## config.mk

```make
export PLATFORM = sky130hd
export DESIGN_NAME = argmax_tree_fp
export DESIGN_NICKNAME = d
export VERILOG_FILES = /design/src/rtl/q_pkg.sv /design/src/rtl/max_2_idx_fp.sv /design/src/rtl/argmax_tree_fp.sv
export SDC_FILE = /design/constraint.sdc
export NUM_CORES = 1
export LEC_CHECK = 0
export ABC_AREA = 1
export ABC_CLOCK_PERIOD_IN_PS = 4200
export CELL_PAD_IN_SITES_DETAIL_PLACEMENT = 1
export CELL_PAD_IN_SITES_GLOBAL_PLACEMENT = 2
export CORE_AREA = 2 2 184 186
export CTS_CLUSTER_SIZE = 40
export DETAILED_ROUTE_END_ITERATION = 16
export DIE_AREA = 0 0 186 188
export GPL_TIMING_DRIVEN = 0
export PLACE_DENSITY_LB_ADDON = 0.1
export REMOVE_ABC_BUFFERS = 1
export SYNTH_ARGS = -nofsm -noshare
export SYNTH_HDL_FRONTEND = slang
export SYNTH_SLANG_ARGS = --single-unit
```

## constraint.sdc

```tcl
create_clock -name clk -period 4.2 [get_ports clk]
set_input_delay 1.26 -clock clk [delete_from_list [all_inputs] [get_ports clk]]
set_output_delay 1.26 -clock clk [all_outputs]
set_load 0.005 [all_outputs]
```

## src/rtl/q_pkg.sv

```systemverilog
// Shared widths and helpers for the Q-update datapath.
package q_pkg;

  localparam int DATA_WIDTH = 32;
  localparam int ACTIONS    = 4;

  function automatic int clog2_min1(input int n);
    return (n <= 1) ? 1 : $clog2(n);
  endfunction

  // Live entry count after s pairwise halvings of n entries.
  function automatic int stage_width(input int n, input int s);
    int w;
    w = n;
    for (int i = 0; i < s; i++) w = (w + 1) / 2;
    return w;
  endfunction

  // Maps IEEE-754 bit patterns onto an order that compares as plain unsigned.
  function automatic logic [DATA_WIDTH-1:0] fp_key(input logic [DATA_WIDTH-1:0] x);
    return x[DATA_WIDTH-1] ? ~x : (x ^ {1'b1, {(DATA_WIDTH-1){1'b0}}});
  endfunction

endpackage

```

## src/rtl/max_2_idx_fp.sv

```systemverilog
// Registered two-input float max with index tracking; a wins on equal keys.
module max_2_idx_fp #(
  parameter int DATA_WIDTH = q_pkg::DATA_WIDTH,
  parameter int IDX_WIDTH  = 1
) (
  input  logic                  clk,
  input  logic                  rst,
  input  logic                  en,
  input  logic [DATA_WIDTH-1:0] a,
  input  logic [IDX_WIDTH-1:0]  a_idx,
  input  logic [DATA_WIDTH-1:0] b,
  input  logic [IDX_WIDTH-1:0]  b_idx,
  output logic [DATA_WIDTH-1:0] max,
  output logic [IDX_WIDTH-1:0]  idx
);
  import q_pkg::*;

  logic a_wins;

  assign a_wins = fp_key(a) >= fp_key(b);

  always_ff @(posedge clk) begin
    if (rst) begin
      max <= '0;
      idx <= '0;
    end else if (en) begin
      max <= a_wins ? a : b;
      idx <= a_wins ? a_idx : b_idx;
    end
  end

endmodule

```

## src/rtl/argmax_tree_fp.sv

```systemverilog
// Pipelined max/argmax reduction tree over CHANNELS single-precision values.
module argmax_tree_fp #(
  parameter int CHANNELS   = q_pkg::ACTIONS,
  parameter int DATA_WIDTH = q_pkg::DATA_WIDTH,
  parameter int IDX_WIDTH  = q_pkg::clog2_min1(CHANNELS)
) (
  input  logic                           clk,
  input  logic                           rst,
  input  logic [DATA_WIDTH*CHANNELS-1:0] in_data,
  input  logic                           valid_in,
  output logic                           ready_in,
  output logic [DATA_WIDTH-1:0]          out_max,
  output logic [IDX_WIDTH-1:0]           out_idx,
  output logic                           valid_out,
  input  logic                           ready_out
);
  import q_pkg::*;

  localparam int LATENCY = clog2_min1(CHANNELS);

  logic                  adv;
  logic [LATENCY-1:0]    vld_q;
  logic [LATENCY:0]      vld_chain;
  logic [DATA_WIDTH-1:0] data [0:LATENCY][0:CHANNELS-1];
  logic [IDX_WIDTH-1:0]  idx  [0:LATENCY][0:CHANNELS-1];

  // The whole pipeline moves together or holds together.
  assign adv       = ~valid_out | ready_out;
  assign ready_in  = adv;
  assign vld_chain = {vld_q, valid_in};

  always_ff @(posedge clk) begin
    if (rst) begin
      vld_q <= '0;
    end else if (adv) begin
      vld_q <= vld_chain[LATENCY-1:0];
    end
  end

  for (genvar k = 0; k < CHANNELS; k++) begin : g_in
    assign data[0][k] = in_data[DATA_WIDTH*k +: DATA_WIDTH];
    assign idx[0][k]  = IDX_WIDTH'(k);
  end

  for (genvar s = 0; s < LATENCY; s++) begin : g_stage
    localparam int N = stage_width(CHANNELS, s);
    localparam int M = stage_width(CHANNELS, s + 1);

    for (genvar j = 0; j < N / 2; j++) begin : g_pair
      max_2_idx_fp #(
        .DATA_WIDTH(DATA_WIDTH),
        .IDX_WIDTH (IDX_WIDTH)
      ) u_cmp (
        .clk  (clk),
        .rst  (rst),
        .en   (adv),
        .a    (data[s][2*j]),
        .a_idx(idx[s][2*j]),
        .b    (data[s][2*j+1]),
        .b_idx(idx[s][2*j+1]),
        .max  (data[s+1][j]),
        .idx  (idx[s+1][j])
      );
    end

    // An unpaired last entry is delayed one stage so it stays aligned with its vector.
    if (N % 2 == 1) begin : g_odd
      logic [DATA_WIDTH-1:0] pass_data;
      logic [IDX_WIDTH-1:0]  pass_idx;

      always_ff @(posedge clk) begin
        if (rst) begin
          pass_data <= '0;
          pass_idx  <= '0;
        end else if (adv) begin
          pass_data <= data[s][N-1];
          pass_idx  <= idx[s][N-1];
        end
      end

      assign data[s+1][M-1] = pass_data;
      assign idx[s+1][M-1]  = pass_idx;
    end

    for (genvar k = M; k < CHANNELS; k++) begin : g_unused
      assign data[s+1][k] = '0;
      assign idx[s+1][k]  = '0;
    end
  end

  assign out_max   = data[LATENCY][0];
  assign out_idx   = idx[LATENCY][0];
  assign valid_out = vld_q[LATENCY-1];

endmodule

```

* Word-level counts from Yosys, hierarchy flattened
Index checks and enable logic that the tools add are counted.
** Word-level totals
- Flip-flop bits (word level) :: 104
- Input bits :: 132
- Output and inout bits :: 36
- Word-level logic and storage cells :: 36
** Cells by class
- Order comparisons :: 3
- Mux-type cells :: 12
- Bitwise logic cells :: 14
** Operator list (count)
- $mux W32 :: 9
- $not A32 Y32 :: 6
- $ge A32 B32 Y1 :: 3
- $not A1 Y1 :: 7
- $mux W1 :: 2
- $mux W2 :: 1
- $or A1 B1 Y1 :: 1

* Longest topological paths before layout
- Depth in word-level cells :: 4
- Gate-level depth with buffers :: 20
- Depth with buffers taken out :: 17

* Hierarchy
A second synthesis with hierarchy kept.
** Unflattened totals
- Cell total of the unflattened synthesis :: 1429
- Area total of the unflattened synthesis :: 9768.1 um^2
** By module, submodules not included
- max_2_idx_fp :: instances 3, cells each 472, area an instance 3225.6 um^2, seq. area each 680.7 um^2
- argmax_tree_fp :: instances 1, cells each 13, area an instance 91.3 um^2, seq. area each 40.0 um^2

* Worst setup path after synthesis
No wires, ideal clock.
- Path type :: input -> register
- Start :: input in_data[31]
- End :: register g_stage[0].g_pair[0].u_cmp.max[2]
- Data arrival time :: 3.185 ns
- Required time :: 4.091 ns
- Path slack :: 0.906 ns
- Stages on the path :: 14
- Buffers on the path :: 3
- Path through :: clkbuf_1 buf_2 xor2_1 ha_1 a21oi_2 o21ai_1 a21o_1 nor2_4 nand2_8 buf_8 nand2_2 nand3_2 nand2_1 inv_1
** On the way
- Longest elaborated chain between the ends :: 4
- Elaborated cells between the ends (all ways) :: 5
- Classes of those cells :: order compare: 1; mux: 2; bitwise: 2
** Ends and longest elaborated chain
- start, declared :: RTL line argmax_tree_fp.sv:9 : input logic [DATA_WIDTH*CHANNELS-1:0] in_data,
- $not A1 Y1 (no line) or $not A32 Y32 (tied branches)
- $mux W32 * :: RTL line q_pkg.sv:21 : return x[DATA_WIDTH-1] ? ~x : (x ^ {1'b1, {(DATA_WIDTH-1){1'b0}}});
- $ge A32 B32 Y1 * :: RTL line max_2_idx_fp.sv:20 : assign a_wins = fp_key(a) >= fp_key(b);
- $mux W32 * :: RTL line max_2_idx_fp.sv:27 : max <= a_wins ? a : b;
- end signal, assigned :: RTL line max_2_idx_fp.sv:27
- end, declared :: RTL line max_2_idx_fp.sv:13 : output logic [DATA_WIDTH-1:0] max,
Mark *: on every way between the ends. The rest lies on a longest branch, timed or not.
A chain may end at the register's enable or synchronous reset.

* Final worst setup path
- Start :: input ready_out
- End :: output ready_in
** On the way
- Longest elaborated chain between the ends :: 1
** Ends and longest elaborated chain
- start, declared :: RTL line argmax_tree_fp.sv:15 : input logic ready_out
- $or A1 B1 Y1 :: RTL line argmax_tree_fp.sv:28 : assign adv = ~valid_out | ready_out;
- end, declared :: RTL line argmax_tree_fp.sv:11 : output logic ready_in,
Every way passes these cells.

==> reports/qor.yml <==
timing:
  worst_slack_ns: 0.1427
  rsz0062_at_grt: "false"
  finalHoldViolCount: 0
  period_share_pct: 96.60
  holdWs_ns: 0.4651
  finClkSkew_ns: 0.009863
  setup-violations-final: 0
  tightest_slew_ns: 1.020
  fmax_mhz: 246.5
  final.min_clock_period_ns: 4.057
  drv_slew: 0
  maxSlewHeadroom_pct: 31.96
min_path:
  min_from: "vld_q[0]$_SDFFE_PP0P_"
  hp-class: "register to register"
  hold_depth: 2
  hold-path-endpoint: "vld_q[0]$_SDFFE_PP0P_"
setup_path:
  slowest_stage: "clkdlybuf4s50_1"
  cp-start-kind: "input pin"
  crit_family: "buffers and inverters"
  rr_startpoint: "g_stage[0].g_pair[0].u_cmp.max[31]$_SDFFE_PP0P_"
  crit_top_cell: "clkdlybuf4s50_1"
  worstPathRequired_ns: 2.94
  reg2reg_slack_ns: 1.07
  cp_max_fo: 65
  endpoint_kind: "output pin"
  cp_slowest_stage_delay_ns: 0.59
  path_cells: "clkdlybuf4s50_1 -> nor2_2 -> inv_8 -> clkdlybuf4s50_1"
  setup.worst_path.class: "input pin to output pin"
  worstReg2RegEnd: "g_stage[1].g_pair[0].u_cmp.max[7]$_SDFFE_PP0P_"
  cp.buffers_inverters: 3
  cp_data_arrival_time_ns: 2.80
  ff2ff_path_depth: 12
grt:
  antenna_found_initial: 0
  grt_start_max_net_pins: 139
  grt_pass1_wl_mm: 48.31
  grt_pass1_vias: 9107
  grtUsageTotal_pct: 17.52
  overflow: 0
synth:
  synthCells: 1439
  synth_top_area_share_pct: 20.34
  synthTopCellsByCount: "239 x nand2_1, 232 x inv_1, 156 x nand3_1, 104 x o21ai_0, 103 x dfxtp_1"
  yosysTopAreaCell: "dfxtp_1"
  ys_types: 32
  synth.area.top_cells: "dfxtp_1 20%, ha_1 12%, nand2_1 8.8%, inv_1 8.6%, xnor2_1 8.0%"
  avgSynthCellArea_sq_um: 7.046
  synth_area_sq_um: 10140
  async_flop_share_pct: 0
  ys_ff_latch: 103
  synth_edf_count: 0
  yosys_warnings: 0
  synth_most_common_cell: "nand2_1"
  ys_seq_area_share_pct: 20.34
  ys.flop_type: "dfxtp_1"
route:
  drt-met1-wl_mm: 14.03
  dr_wl_met3_um: 728
  wl_met2_mm: 15.21
  postRouteWirelength_mm: 30.23
  drtPass1Iterations: 4
  wire_per_inst_um: 15.39
  ant_nets: 0
  route.detailed.drc: 0
  num_vias: 8981
  drt_iter0_markers: 314
  viasPerCell: 4.573
  routed.top_layer: "met4"
layout:
  n_fill_cell: 4081
  drive_gt1_share_pct: 9.960
  layout.nets: 1739
  n_antenna_cell: 0
  area_delta_synth_final_pct: 19.76
placed_design:
  place_ws_ns: -0.3054
  io_buffers: 167
  hpwl_mm: 21.08
  gp_congestion: 0.7547
cts:
  clock_latency_ns: 0.36
  postCtsHoldBufs: 0
  cts.reportedPaths.clkPinSlew_ns: 0.07
  clock_path_buffers: 2
  postCtsSetupRepairBufs: 0
  cts-root-buf: "clkbuf_16"
  h-tree-depth: 3
  cts.sinks: 103
  cts_tree: "built"
  cts-buffers-inserted: 9
floorplan:
  coreArea_sq_um: 33110
  start_util_pct: 30.62
  die_w_um: 186
  ioPinCount: 168
  num_rows: 67
  chipHeight_um: 188
  dieArea_sq_um: 34970
power_and_ir_drop:
  leakagePower_nw: 6.436
  irDropWorstVdd_mv: 0.2463
  power_density_nw_per_um2: 351.0
flow_run:
  maxCapViolCount: 0
status:
  status: "finished clean"
[tightest hold or removal path, delay by kind of cell, from the launching register on]
| kind | cells | cell delay [ns] |
|---|---|---|
| buffers and inverters | 1 | 0.06 |
| AO/OA/AOI/OAI | 1 | 0.06 |
| flip-flops | 1 | 0.30 |
[logic make-up (layout without fill, tap and decap cells)]
group	count (synthesis)	count (layout)	share of synthesized area [%]
buffers and inverters	348	423	16.05
adder cells (fa/ha/maj)	96	96	11.85
AND/OR/NAND/NOR	546	548	27.32
flip-flops	103	103	20.34
AO/OA/AOI/OAI	160	160	8.379
XOR/XNOR	186	186	16.07
[sequential cells by signal, indices dropped and copies added, names as in the netlist]
register	flops
g_stage.g_pair.u_cmp.idx	5
vld_q	2
g_stage.g_pair.u_cmp.max	96
[how the worst max path moves through the flow]
| stage | from | endpoint | depth (start not counted) |
|---|---|---|---|
| floorplan | ready_out | ready_in | 2 |
| global placement | ready_out | ready_in | 4 |
| detailed placement | in_data[95] | g_stage[0].g_pair[1].u_cmp.max[1]$_SDFFE_PP0P_ | 14 |
| CTS | in_data[95] | g_stage[0].g_pair[1].u_cmp.max[1]$_SDFFE_PP0P_ | 14 |
| global route | ready_out | ready_in | 4 |
| finish | ready_out | ready_in | 4 |
[power breakdown]
group,internal (mW),total (mW),switching [mW]
clock,0.601,0.991,0.390
sequential,1.12,1.26,0.136
combinational,0.867,2.01,1.15
[what timing repair did]
| item | 4_1_cts | 5_1_grt |
|---|---|---|
| gates cloned | 0 | 2 |
| pin swaps | 0 | 2 |
| setup endpoints to repair | 1 | 40 |
| endpoints found under the hold margin | 0 | 0 |
| resized for setup | 1 | 1 |
[metrics by stage]
stage / util [%] / cells / TNS (ns) / total power [mW] / area [sq um]
global route: 36.67 / 1964 / 0 / 4.675 / 12140
finish: 36.67 / 1964 / 0 / 4.262 / 12140
detailed placement: 35.58 / 1946 / -13.18 / 3.326 / 11780
global placement: 35.08 / 1938 / -377.67 / 3.310 / 11610
CTS: 36.62 / 1962 / 0 / 4.359 / 12130
floorplan: - / 1323 / -63.74 / 2.557 / 9383
[routing by layer]
layer,track usage [%],vias to the layer above
met4,2.968,0
met3,2.738,13
met2,31.18,91
met1,22.37,4269
met5,0,-
li1,-,4608
[layout make-up]
cell class	count	area [sq um]	share of cell area [%]
multi-input combinational	990	6470	53.28
sequential	103	2064	17.00
timing repair buffer	175	1827	15.04
inverter	232	880.8	7.254
tap	448	560.5	4.616
clock buffer	13	250.2	2.061
clock inverter	3	90.09	0.7419
[cell usage in the layout, fill, tap and decap left out, types with 6 or more instances in the layout]
master             n
nand3_2           39
nand3_1          156
inv_1            230
xor2_1            93
xnor2_1           93
nand2_1          239
ha_1              96
nor2_2             8
nor2_1            27
nand2_2           60
dfxtp_1          101
nand4_1            8
clkdlybuf4s50_1  163
a21oi_1           38
clkbuf_16          9
a21o_1             6
buf_12             6
o21ai_0          104
Power figures use the tool's default switching activity.
